==> config.mk <==
export PLATFORM = sky130hd
export DESIGN_NAME = nn_mac_layer
export DESIGN_NICKNAME = d
export VERILOG_FILES = /design/src/rtl/nn_mac_layer.sv
export SDC_FILE = /design/constraint.sdc
export NUM_CORES = 2
export LEC_CHECK = 0
export ABC_CLOCK_PERIOD_IN_PS = 14180
export CORE_MARGIN = 1
export CORE_UTILIZATION = 45
export DETAILED_ROUTE_END_ITERATION = 8
export GPL_TIMING_DRIVEN = 1
export PLACE_DENSITY = 0.68
export SYNTH_ARGS = -nofsm -noshare
export SYNTH_HDL_FRONTEND = slang
export SYNTH_SLANG_ARGS = --single-unit
==> constraint.sdc <==
create_clock -name clk -period 14.18 [get_ports clk]
set_input_delay 3.545 -clock clk [delete_from_list [all_inputs] [get_ports clk]]
set_output_delay 3.545 -clock clk [all_outputs]
set_load 0.05 [all_outputs]
==> src/rtl/nn_mac_layer.sv <==
// rtl/nn_mac_layer.sv - fully-connected neuron layer on one time-multiplexed MAC
//
// Purpose:
//   Computes NUM_OUT neuron outputs from NUM_IN signed inputs:
//     y_j = act( bias_j + sum_i f(x_i * w_ji >>> FRAC_BITS) )
//   with a single multiplier that steps through one input per cycle.
//   Weights and biases are written at run time through a config port.
//   f() either clamps (SAT_EN=1) or wraps (SAT_EN=0), and act() is an
//   optional ReLU. Overflow is reported as a sticky flag together with
//   the index of the first neuron that overflowed.
//
// Ports:
//   clk, reset            rising-edge clock, asynchronous active-high reset
//   cfg_we/addr/wdata     weight/bias write; entry j*(NUM_IN+1)+i, i==NUM_IN is bias
//   in_valid/ready/data   input vector handshake, x_i at [i*DATA_W +: DATA_W]
//   out_valid/ready/data  result handshake, y_j at [j*DATA_W +: DATA_W]
//   ovf, ovf_neuron       sticky overflow flag and first overflowing neuron
//   zero                  every y_j of the last result is zero

module nn_mac_layer #(
    parameter int DATA_W    = 32,
    parameter int NUM_IN    = 2,
    parameter int NUM_OUT   = 2,
    parameter int FRAC_BITS = 0,
    parameter int SAT_EN    = 1,
    parameter int ACT_RELU  = 0,
    localparam int NUM_ENT  = NUM_OUT * (NUM_IN + 1),
    localparam int CFG_AW   = $clog2(NUM_ENT),
    localparam int NB_W     = (NUM_OUT > 1) ? $clog2(NUM_OUT) : 1
) (
    input  logic                      clk,
    input  logic                      reset,
    input  logic                      cfg_we,
    input  logic [CFG_AW-1:0]         cfg_addr,
    input  logic [DATA_W-1:0]         cfg_wdata,
    input  logic                      in_valid,
    output logic                      in_ready,
    input  logic [NUM_IN*DATA_W-1:0]  in_data,
    output logic                      out_valid,
    input  logic                      out_ready,
    output logic [NUM_OUT*DATA_W-1:0] out_data,
    output logic                      ovf,
    output logic                      zero,
    output logic [NB_W-1:0]           ovf_neuron
);

    localparam int IW = (NUM_IN > 1) ? $clog2(NUM_IN) : 1;

    localparam logic signed [DATA_W-1:0] MAX_V     = {1'b0, {(DATA_W-1){1'b1}}};
    localparam logic signed [DATA_W-1:0] MIN_V     = {1'b1, {(DATA_W-1){1'b0}}};
    localparam logic [CFG_AW:0]          NUM_ENT_V = (CFG_AW+1)'(NUM_ENT);
    localparam logic [CFG_AW-1:0]        BIAS0_A   = CFG_AW'(NUM_IN);
    localparam logic [CFG_AW-1:0]        STRIDE    = CFG_AW'(NUM_IN + 1);
    localparam logic [IW-1:0]            I_LAST    = IW'(NUM_IN - 1);
    localparam logic [NB_W-1:0]          J_LAST    = NB_W'(NUM_OUT - 1);

    typedef enum logic [1:0] {
        S_IDLE,
        S_MAC,
        S_ACT,
        S_DONE
    } state_t;

    state_t                      state_q;
    logic signed [DATA_W-1:0]    cfg_q [NUM_ENT];
    logic signed [DATA_W-1:0]    x_q [NUM_IN];
    logic signed [DATA_W-1:0]    acc_q;
    logic [CFG_AW-1:0]           ptr_q;
    logic [IW-1:0]               i_q;
    logic [NB_W-1:0]             j_q;
    // Working copy of finished neurons; out_data only changes when the
    // whole vector is ready, so an aborted transaction leaves no trace.
    logic signed [DATA_W-1:0]    y_q [NUM_OUT];
    logic [NUM_OUT*DATA_W-1:0]   out_data_q;
    logic                        out_valid_q;
    logic                        ovf_q;
    logic                        zero_q;
    logic [NB_W-1:0]             ovf_neuron_q;

    logic                        cfg_hit_d;
    logic signed [DATA_W-1:0]    x_cur_d;
    logic signed [DATA_W-1:0]    w_cur_d;
    logic signed [2*DATA_W-1:0]  prod_full_d;
    logic signed [2*DATA_W-1:0]  prod_sh_d;
    logic                        prod_ovf_d;
    logic signed [DATA_W-1:0]    prod_f_d;
    logic [DATA_W:0]             sum_full_d;
    logic                        sum_ovf_d;
    logic signed [DATA_W-1:0]    acc_d;
    logic                        mac_ovf_d;
    logic signed [DATA_W-1:0]    act_d;
    logic signed [DATA_W-1:0]    bias0_d;
    logic [CFG_AW-1:0]           bias_a_d;
    logic signed [DATA_W-1:0]    bias_nxt_d;
    logic                        zero_d;

    always_comb begin
        cfg_hit_d = cfg_we && (state_q == S_IDLE) && ({1'b0, cfg_addr} < NUM_ENT_V);

        // ptr_q walks the config table linearly: weights of neuron j,
        // then its bias slot, which ACT skips over to the next neuron.
        x_cur_d     = x_q[i_q];
        w_cur_d     = cfg_q[ptr_q];
        prod_full_d = x_cur_d * w_cur_d;
        prod_sh_d   = prod_full_d >>> FRAC_BITS;

        // In range only if the top DATA_W+1 bits are a pure sign extension.
        prod_ovf_d = !((&prod_sh_d[2*DATA_W-1:DATA_W-1]) ||
                       (~|prod_sh_d[2*DATA_W-1:DATA_W-1]));
        if (prod_ovf_d && (SAT_EN != 0)) begin
            prod_f_d = prod_sh_d[2*DATA_W-1] ? MIN_V : MAX_V;
        end else begin
            prod_f_d = prod_sh_d[DATA_W-1:0];
        end

        sum_full_d = {acc_q[DATA_W-1], acc_q} + {prod_f_d[DATA_W-1], prod_f_d};
        sum_ovf_d  = sum_full_d[DATA_W] ^ sum_full_d[DATA_W-1];
        if (sum_ovf_d && (SAT_EN != 0)) begin
            acc_d = sum_full_d[DATA_W] ? MIN_V : MAX_V;
        end else begin
            acc_d = sum_full_d[DATA_W-1:0];
        end
        mac_ovf_d = prod_ovf_d || sum_ovf_d;

        act_d = ((ACT_RELU != 0) && acc_q[DATA_W-1]) ? '0 : acc_q;

        // A bias write landing on the accept edge must be seen by neuron 0.
        bias0_d = (cfg_hit_d && (cfg_addr == BIAS0_A)) ? cfg_wdata : cfg_q[BIAS0_A];

        bias_a_d   = (j_q == J_LAST) ? BIAS0_A : ptr_q + STRIDE;
        bias_nxt_d = cfg_q[bias_a_d];

        zero_d = (act_d == '0);
        for (int k = 0; k < NUM_OUT - 1; k++) begin
            if (y_q[k] != '0) begin
                zero_d = 1'b0;
            end
        end
    end

    always_ff @(posedge clk or posedge reset) begin
        if (reset) begin
            state_q <= S_IDLE;
            for (int k = 0; k < NUM_ENT; k++) begin
                cfg_q[k] <= '0;
            end
            for (int k = 0; k < NUM_IN; k++) begin
                x_q[k] <= '0;
            end
            for (int k = 0; k < NUM_OUT; k++) begin
                y_q[k] <= '0;
            end
            acc_q        <= '0;
            ptr_q        <= '0;
            i_q          <= '0;
            j_q          <= '0;
            out_data_q   <= '0;
            out_valid_q  <= 1'b0;
            ovf_q        <= 1'b0;
            zero_q       <= 1'b0;
            ovf_neuron_q <= '0;
        end else begin
            if (cfg_hit_d) begin
                cfg_q[cfg_addr] <= cfg_wdata;
            end

            case (state_q)
                S_IDLE: begin
                    if (in_valid) begin
                        for (int k = 0; k < NUM_IN; k++) begin
                            x_q[k] <= in_data[k*DATA_W +: DATA_W];
                        end
                        ovf_q        <= 1'b0;
                        ovf_neuron_q <= '0;
                        i_q          <= '0;
                        j_q          <= '0;
                        ptr_q        <= '0;
                        acc_q        <= bias0_d;
                        state_q      <= S_MAC;
                    end
                end

                S_MAC: begin
                    acc_q <= acc_d;
                    ptr_q <= ptr_q + 1'b1;
                    if (mac_ovf_d) begin
                        ovf_q <= 1'b1;
                        if (!ovf_q) begin
                            ovf_neuron_q <= j_q;
                        end
                    end
                    if (i_q == I_LAST) begin
                        state_q <= S_ACT;
                    end else begin
                        i_q <= i_q + 1'b1;
                    end
                end

                S_ACT: begin
                    y_q[j_q] <= act_d;
                    ptr_q    <= ptr_q + 1'b1;
                    if (j_q == J_LAST) begin
                        for (int k = 0; k < NUM_OUT; k++) begin
                            out_data_q[k*DATA_W +: DATA_W] <= (k == NUM_OUT - 1) ? act_d : y_q[k];
                        end
                        zero_q      <= zero_d;
                        out_valid_q <= 1'b1;
                        state_q     <= S_DONE;
                    end else begin
                        j_q     <= j_q + 1'b1;
                        i_q     <= '0;
                        acc_q   <= bias_nxt_d;
                        state_q <= S_MAC;
                    end
                end

                S_DONE: begin
                    if (out_ready) begin
                        out_valid_q <= 1'b0;
                        state_q     <= S_IDLE;
                    end
                end

                default: begin
                    state_q <= S_IDLE;
                end
            endcase
        end
    end

    assign in_ready   = (state_q == S_IDLE);
    assign out_valid  = out_valid_q;
    assign out_data   = out_data_q;
    assign ovf        = ovf_q;
    assign zero       = zero_q;
    assign ovf_neuron = ovf_neuron_q;

endmodule

# Word level (Yosys, flattened, before mapping)
# Index checks and enable logic that the tools add are counted.
# Widths: inputs -> output; s select.
# totals
register_bits,427
in_bits,104
elab_cells,126
out_inout_bits,69
# classes
reduce_logical,29
bitwise_logic,6
eq_ne,11
add_sub_neg,5
mul,1
n_mux,46
n_lt_le_gt_ge,8
# ops
op,n
$mux 32,16
$bmux 32 s3,2
$bwmux 192,1
$demux 32 s3,1
$pmux 32 s3,1
$bwmux 64,1
$mul 32x32->64,1
$add 32x32->33,1
$reduce_and 33->1,1
$reduce_or 33->1,1
$demux 32 s1,1
$logic_not 32->1,1
$reduce_bool 32->1,1
$ne 2x2->1 const B,7
$ge 4x4->1 const B,3
$not 3->4,3
$reduce_and 3->1,4
$mux 1,10
$mux 2,4
$pmux 1 s2,4
$pmux 2 s4,1
$reduce_and 2->1,4
$reduce_bool 2->1,4
$mux 3,2
21 further kinds,31

# Depth between registers and ports, before layout
# depth
depth_word,14
depth_mapped,56
ltp_nobuf,49

# Least setup slack after synthesis
# Ideal clock, no wire load.
# synth_timing
path_kind,register to register
from,register ptr_q[0]
to,register acc_q[28]
setup_time_ps,127
stages_incl_launch_ff,47
path_buffers,7
period_less_slack_ps,14559
required_ps,14053
arrival_time_ps,14432
setup_slack_ps,-379
cell_sequence,dfrtp_1 buf_2 buf_1 clkbuf_1 buf_1 mux2i_1 o21ai_1 clkbuf_1 nand2_1 inv_1 fa_1 fa_1 fa_1 inv_1 fa_1 inv_1 fa_1 fa_1 (+11 left out) or4b_1 or4_4 o22ai_4 nor2_4 a21oi_2 ha_1 nor2b_1 o31a_1 o2111ai_1 a211oi_1 a211o_1 a2111oi_1 o31ai_1 or4b_1 o211a_1 clkbuf_1 a221oi_1 nor2_1
# synth_between
elab_chain_len,13
word_cells_on_any_way,23
cone_classes,2 x add/sub; 1 x mul; 13 x mux; 3 x bitwise; 4 x reduce/logical
# synth_rtl
item,line,source
start: declaration,68,logic [CFG_AW-1:0] ptr_q;
start signal: assignment,185,ptr_q <= ptr_q + 1'b1;
start signal: assignment,201,ptr_q <= ptr_q + 1'b1;
$not 3->4 (not written as such),103,w_cur_d = cfg_q[ptr_q];
$bmux 32 s3,103,
$mux 32 (not written as such) (2 in series),103,
$mul 32x32->64,104,prod_full_d = x_cur_d * w_cur_d;
$reduce_or 33->1,109,(~|prod_sh_d[2*DATA_W-1:DATA_W-1]));
$logic_not 1->1,109,
$logic_or 1x1->1,108,prod_ovf_d = !((&prod_sh_d[2*DATA_W-1:DATA_W-1]) ||
$mux 32,110,if (prod_ovf_d && (SAT_EN != 0)) begin
$add 32x32->33,116,"sum_full_d = {acc_q[DATA_W-1], acc_q} + {prod_f_d[DATA_W-1], prod_f_d};"
$mux 32 / $xor 1x1->1 (equally long branches),"119, 117",
$mux 32,118,if (sum_ovf_d && (SAT_EN != 0)) begin
$pmux 32 s3 *,167,case (state_q)
end signal: assignment,178,acc_q <= bias0_d;
end signal: assignment,212,acc_q <= bias_nxt_d;
end: declaration,67,logic signed [DATA_W-1:0] acc_q;
# Mark *: on every way between the ends. The rest lies on a longest branch, timed or not. The select of a mux whose other input is x is not followed.
# A chain may end at the register's enable or synchronous reset.

# Final worst setup path
# layout_timing
from,register i_q
to,register acc_q[5]
# layout_between
elab_chain_len,13
word_cells_on_any_way,16
cone_classes,1 x add/sub; 1 x mul; 8 x mux; 2 x bitwise; 4 x reduce/logical
# layout_rtl
item,line,source
start: declaration,69,logic [IW-1:0] i_q;
start signal: assignment,195,i_q <= i_q + 1'b1;
$not 1->2 (not written as such) *,102,x_cur_d = x_q[i_q];
$mux 32 (not written as such) * (3 in series),102,
$mul 32x32->64 *,104,
$reduce_or 33->1,109,
$logic_not 1->1,109,
$logic_or 1x1->1,108,
$mux 32 *,110,
$add 32x32->33 *,116,
$mux 32 / $xor 1x1->1 (equally long branches),"119, 117",
$mux 32 *,118,
$pmux 32 s3 *,167,
# Marked as above.

==> run_results.csv <==
group,metric,value,unit
clock_network,cts_root_buffer,"clkbuf_16",
route,wl_per_cell,24.9,um
placement,port-buffer-count,172,
route,avgViaCountPerCell,5.82,
final_layout,fillers,11360,
grt,use_met3,0.0738,
placement,placed_cells,7563,
yosys,synth_edf_count,0,
timing,max-slew-margin-rel,0.216,
clock_network,path_clk_slew,60,ps
route,totalWireLength,191,mm
timing,max_freq,72.0,MHz
timing,worst_slew_pin_slew,1160,ps
floorplanning,start_util,0.456,
setup_path,crit_type,"flop to flop",
grt,grt_usage,0.301,
floorplanning,core-area,0.126,mm^2
final_layout,drive_above_1_share,0.144,
clock_network,numCtsBuffers,41,
yosys,synthesis.nets,7252,
floorplanning,die_h,360,um
clock_network,insertion_delay,610,ps
yosys,async_flop_share,1.00,
grt,grt_pass1_wl,294,mm
clock_network,holdBufCountCts,0,
timing,fin_hold_ws,482,ps
timing,report.final.hold_viol_count,0,
grt,globalRoute.busiestLayer,"met2",
setup_path,slowest_delay,740,ps
yosys,ys_ff_latch,395,
setup_path,end_kind,"flop",
route,drtPass1Iterations,6,
setup_path,cp.required,14640,ps
final_layout,stdcell_count,7658,
placement,dp_hpwl,149,mm
setup_path,arrival,14350,ps
final_layout,multiInputGateArea,0.0433,mm^2
yosys,synthFlopType,"dfrtp_1",
worst_hold_path,hp-class,"flop to flop",
yosys,syn_avg_cell_area,9.87,um^2
floorplanning,die_w,360,um
clock_network,h-tree-depth,2,
final_layout,seq_area,0.00989,mm^2
setup_path,worstRegToRegCells,40,
grt,antenna_found_initial,12,
grt,grt_max_degree,79,
floorplanning,design.die.area,0.130,mm^2
route,drc,0,
setup_path,cp_max_fo,53,
status,status,"finished, final reports clean",
yosys,synth_area,0.0577,mm^2
clock_network,clock_path_buffers,3,
floorplanning,rows,130,
setup_path,critPathLaunchType,"flop",
yosys,yosysWarnings,0,
route,routed-via-count,44551,
final_layout,synthToLayoutAreaGrowth,11.3,%
grt,grt-ovfl-total,0,
yosys,synth_cell_types,95,
timing,skew,41.4,ps
route,ant_nets,0,
worst_hold_path,min_path_cells,2,
yosys,seq_area_frac_synth,0.171,
timing,period_share,0.980,
clock_network,cts.sinks,395,
setup_path,critPathSlowestCell,"mux2_2",
flow_run,cap_violations,0,
final_layout,layout_commonest_cell,"fa_1",
grt,grtUsageMet2,0.466,
yosys,syn_inst,5842,
final_layout,fin_nets,7383,
clock_network,cts_tree,"yes",
grt,met1_usage,0.406,
timing,period_needed,13890,ps
route,drtIter0Drc,4376,
floorplanning,ios,173,
placement,finalWeightedCongestion,1.04,
timing,setup_violations,0,
setup_path,cpMostUsedCell,"fa_1",
timing,finalMaxSlewViolations,0,
final_layout,mostFrequentLayoutCells,"fa_1, inv_1, nand2_1",
grt,grt_pass1_vias,47589,
==> path summary, 6_finish.rpt <==
check	startpoint	endpoint	slack [ps]
hold / removal	zero$_DFFE_PP0P_	zero$_DFFE_PP0P_	480
setup reg to reg	i_q$_DFFE_PP0P_	acc_q[5]$_DFFE_PP0P_	290
hold reg to reg	zero$_DFFE_PP0P_	zero$_DFFE_PP0P_	480
min in group asynchronous	reset	x_q[2]$_DFFE_PP0P_	3280
setup / recovery	i_q$_DFFE_PP0P_	acc_q[5]$_DFFE_PP0P_	290
max in group asynchronous	reset	ptr_q[0]$_DFFE_PP0P_	8620
==> worst max-delay path, delay by kind of cell (launching register included) <==
kind / cells / cell delay (ps)
compound gates: 13 / 2940
xor+xnor: 1 / 250
fa+ha+maj: 10 / 4920
buf+inv: 4 / 830
flops: 1 / 550
mux: 1 / 740
simple gates: 11 / 3350
==> per-stage QoR <==
| step | utilization | area (um^2) | setup TNS (ps) | setup slack (ps) |
|---|---|---|---|---|
| 2_1_floorplan | - | 57700 | 0 | 13.2 |
| 3_3_place_gp | 0.494 | 62400 | -59.6 | -51.9 |
| 3_5_place_dp | 0.494 | 62400 | -688 | -66.5 |
| 4_1_cts | 0.505 | 63900 | 0 | 39.2 |
| 5_1_grt | 0.508 | 64200 | -123 | -30.5 |
| 6_report | 0.508 | 64200 | 0 | 288 |
==> layer usage <==
layer	share of wire	up-vias
met1	0.40	23167
met2	0.45	2223
met4	0.045	12
li1	-	18739
met3	0.10	410
met5	0.00041	-
==> area by class of cell <==
class | instances | share of cell area
tap | 1650 | 0.0322
multi-input combinational | 4166 | 0.674
clock inverter | 15 | 0.00382
clock buffer | 58 | 0.0184
sequential | 395 | 0.154
inverter | 974 | 0.0571
antenna | 5 | 0.000195
timing repair buffer | 395 | 0.0605
==> registers in the layout, indices dropped and copies added (netlist names) <==
signal and cells:
zero 1, y_q 32, cfg_q 192, ovf_neuron 1, x_q 64, acc_q 32, ptr_q 3, state_q 2
out_data 64, i_q 1, ovf 1, out_valid 1, j_q 1
==> cell usage after synthesis, drive strengths merged, types with 29 or more instances <==
cell    number  area share
nand2b      33      0.0036
mux4        61       0.024
a21o        58      0.0076
a21oi      183       0.017
buf         73      0.0060
ha         223       0.048
o31ai       39      0.0056
and2        37      0.0040
nor3        33      0.0031
fa        1083        0.38
mux2       389       0.076
inv        973       0.063
xnor2       58      0.0088
o21ai      166       0.014
nand4       33      0.0036
mux2i      100       0.017
dfrtp      395        0.17
nand2      659       0.043
nor2       629       0.041
nand3       45      0.0040
and3        29      0.0031
clkbuf     234       0.015
==> cell families after synthesis <==
kind of cell / Yosys count / synth area share
AO/OA/AOI/OAI: 641 / 0.0736
XOR/XNOR: 82 / 0.0125
adder cells (fa/ha/maj): 1306 / 0.424
buffers and inverters: 1281 / 0.0847
flip-flops: 395 / 0.171
multiplexers: 550 / 0.117
AND/OR/NAND/NOR: 1587 / 0.116
==> repair_timing <==
action / 4_1_cts / 5_1_grt
setup buffers: 0 / 17
gates resized for setup: 4 / 34
pin swaps: 0 / 4
setup endpoints to repair: 17 / 34
Power is not shown: default switching activity piles up to over one toggle a cycle in this logic, so the estimate is an artifact.
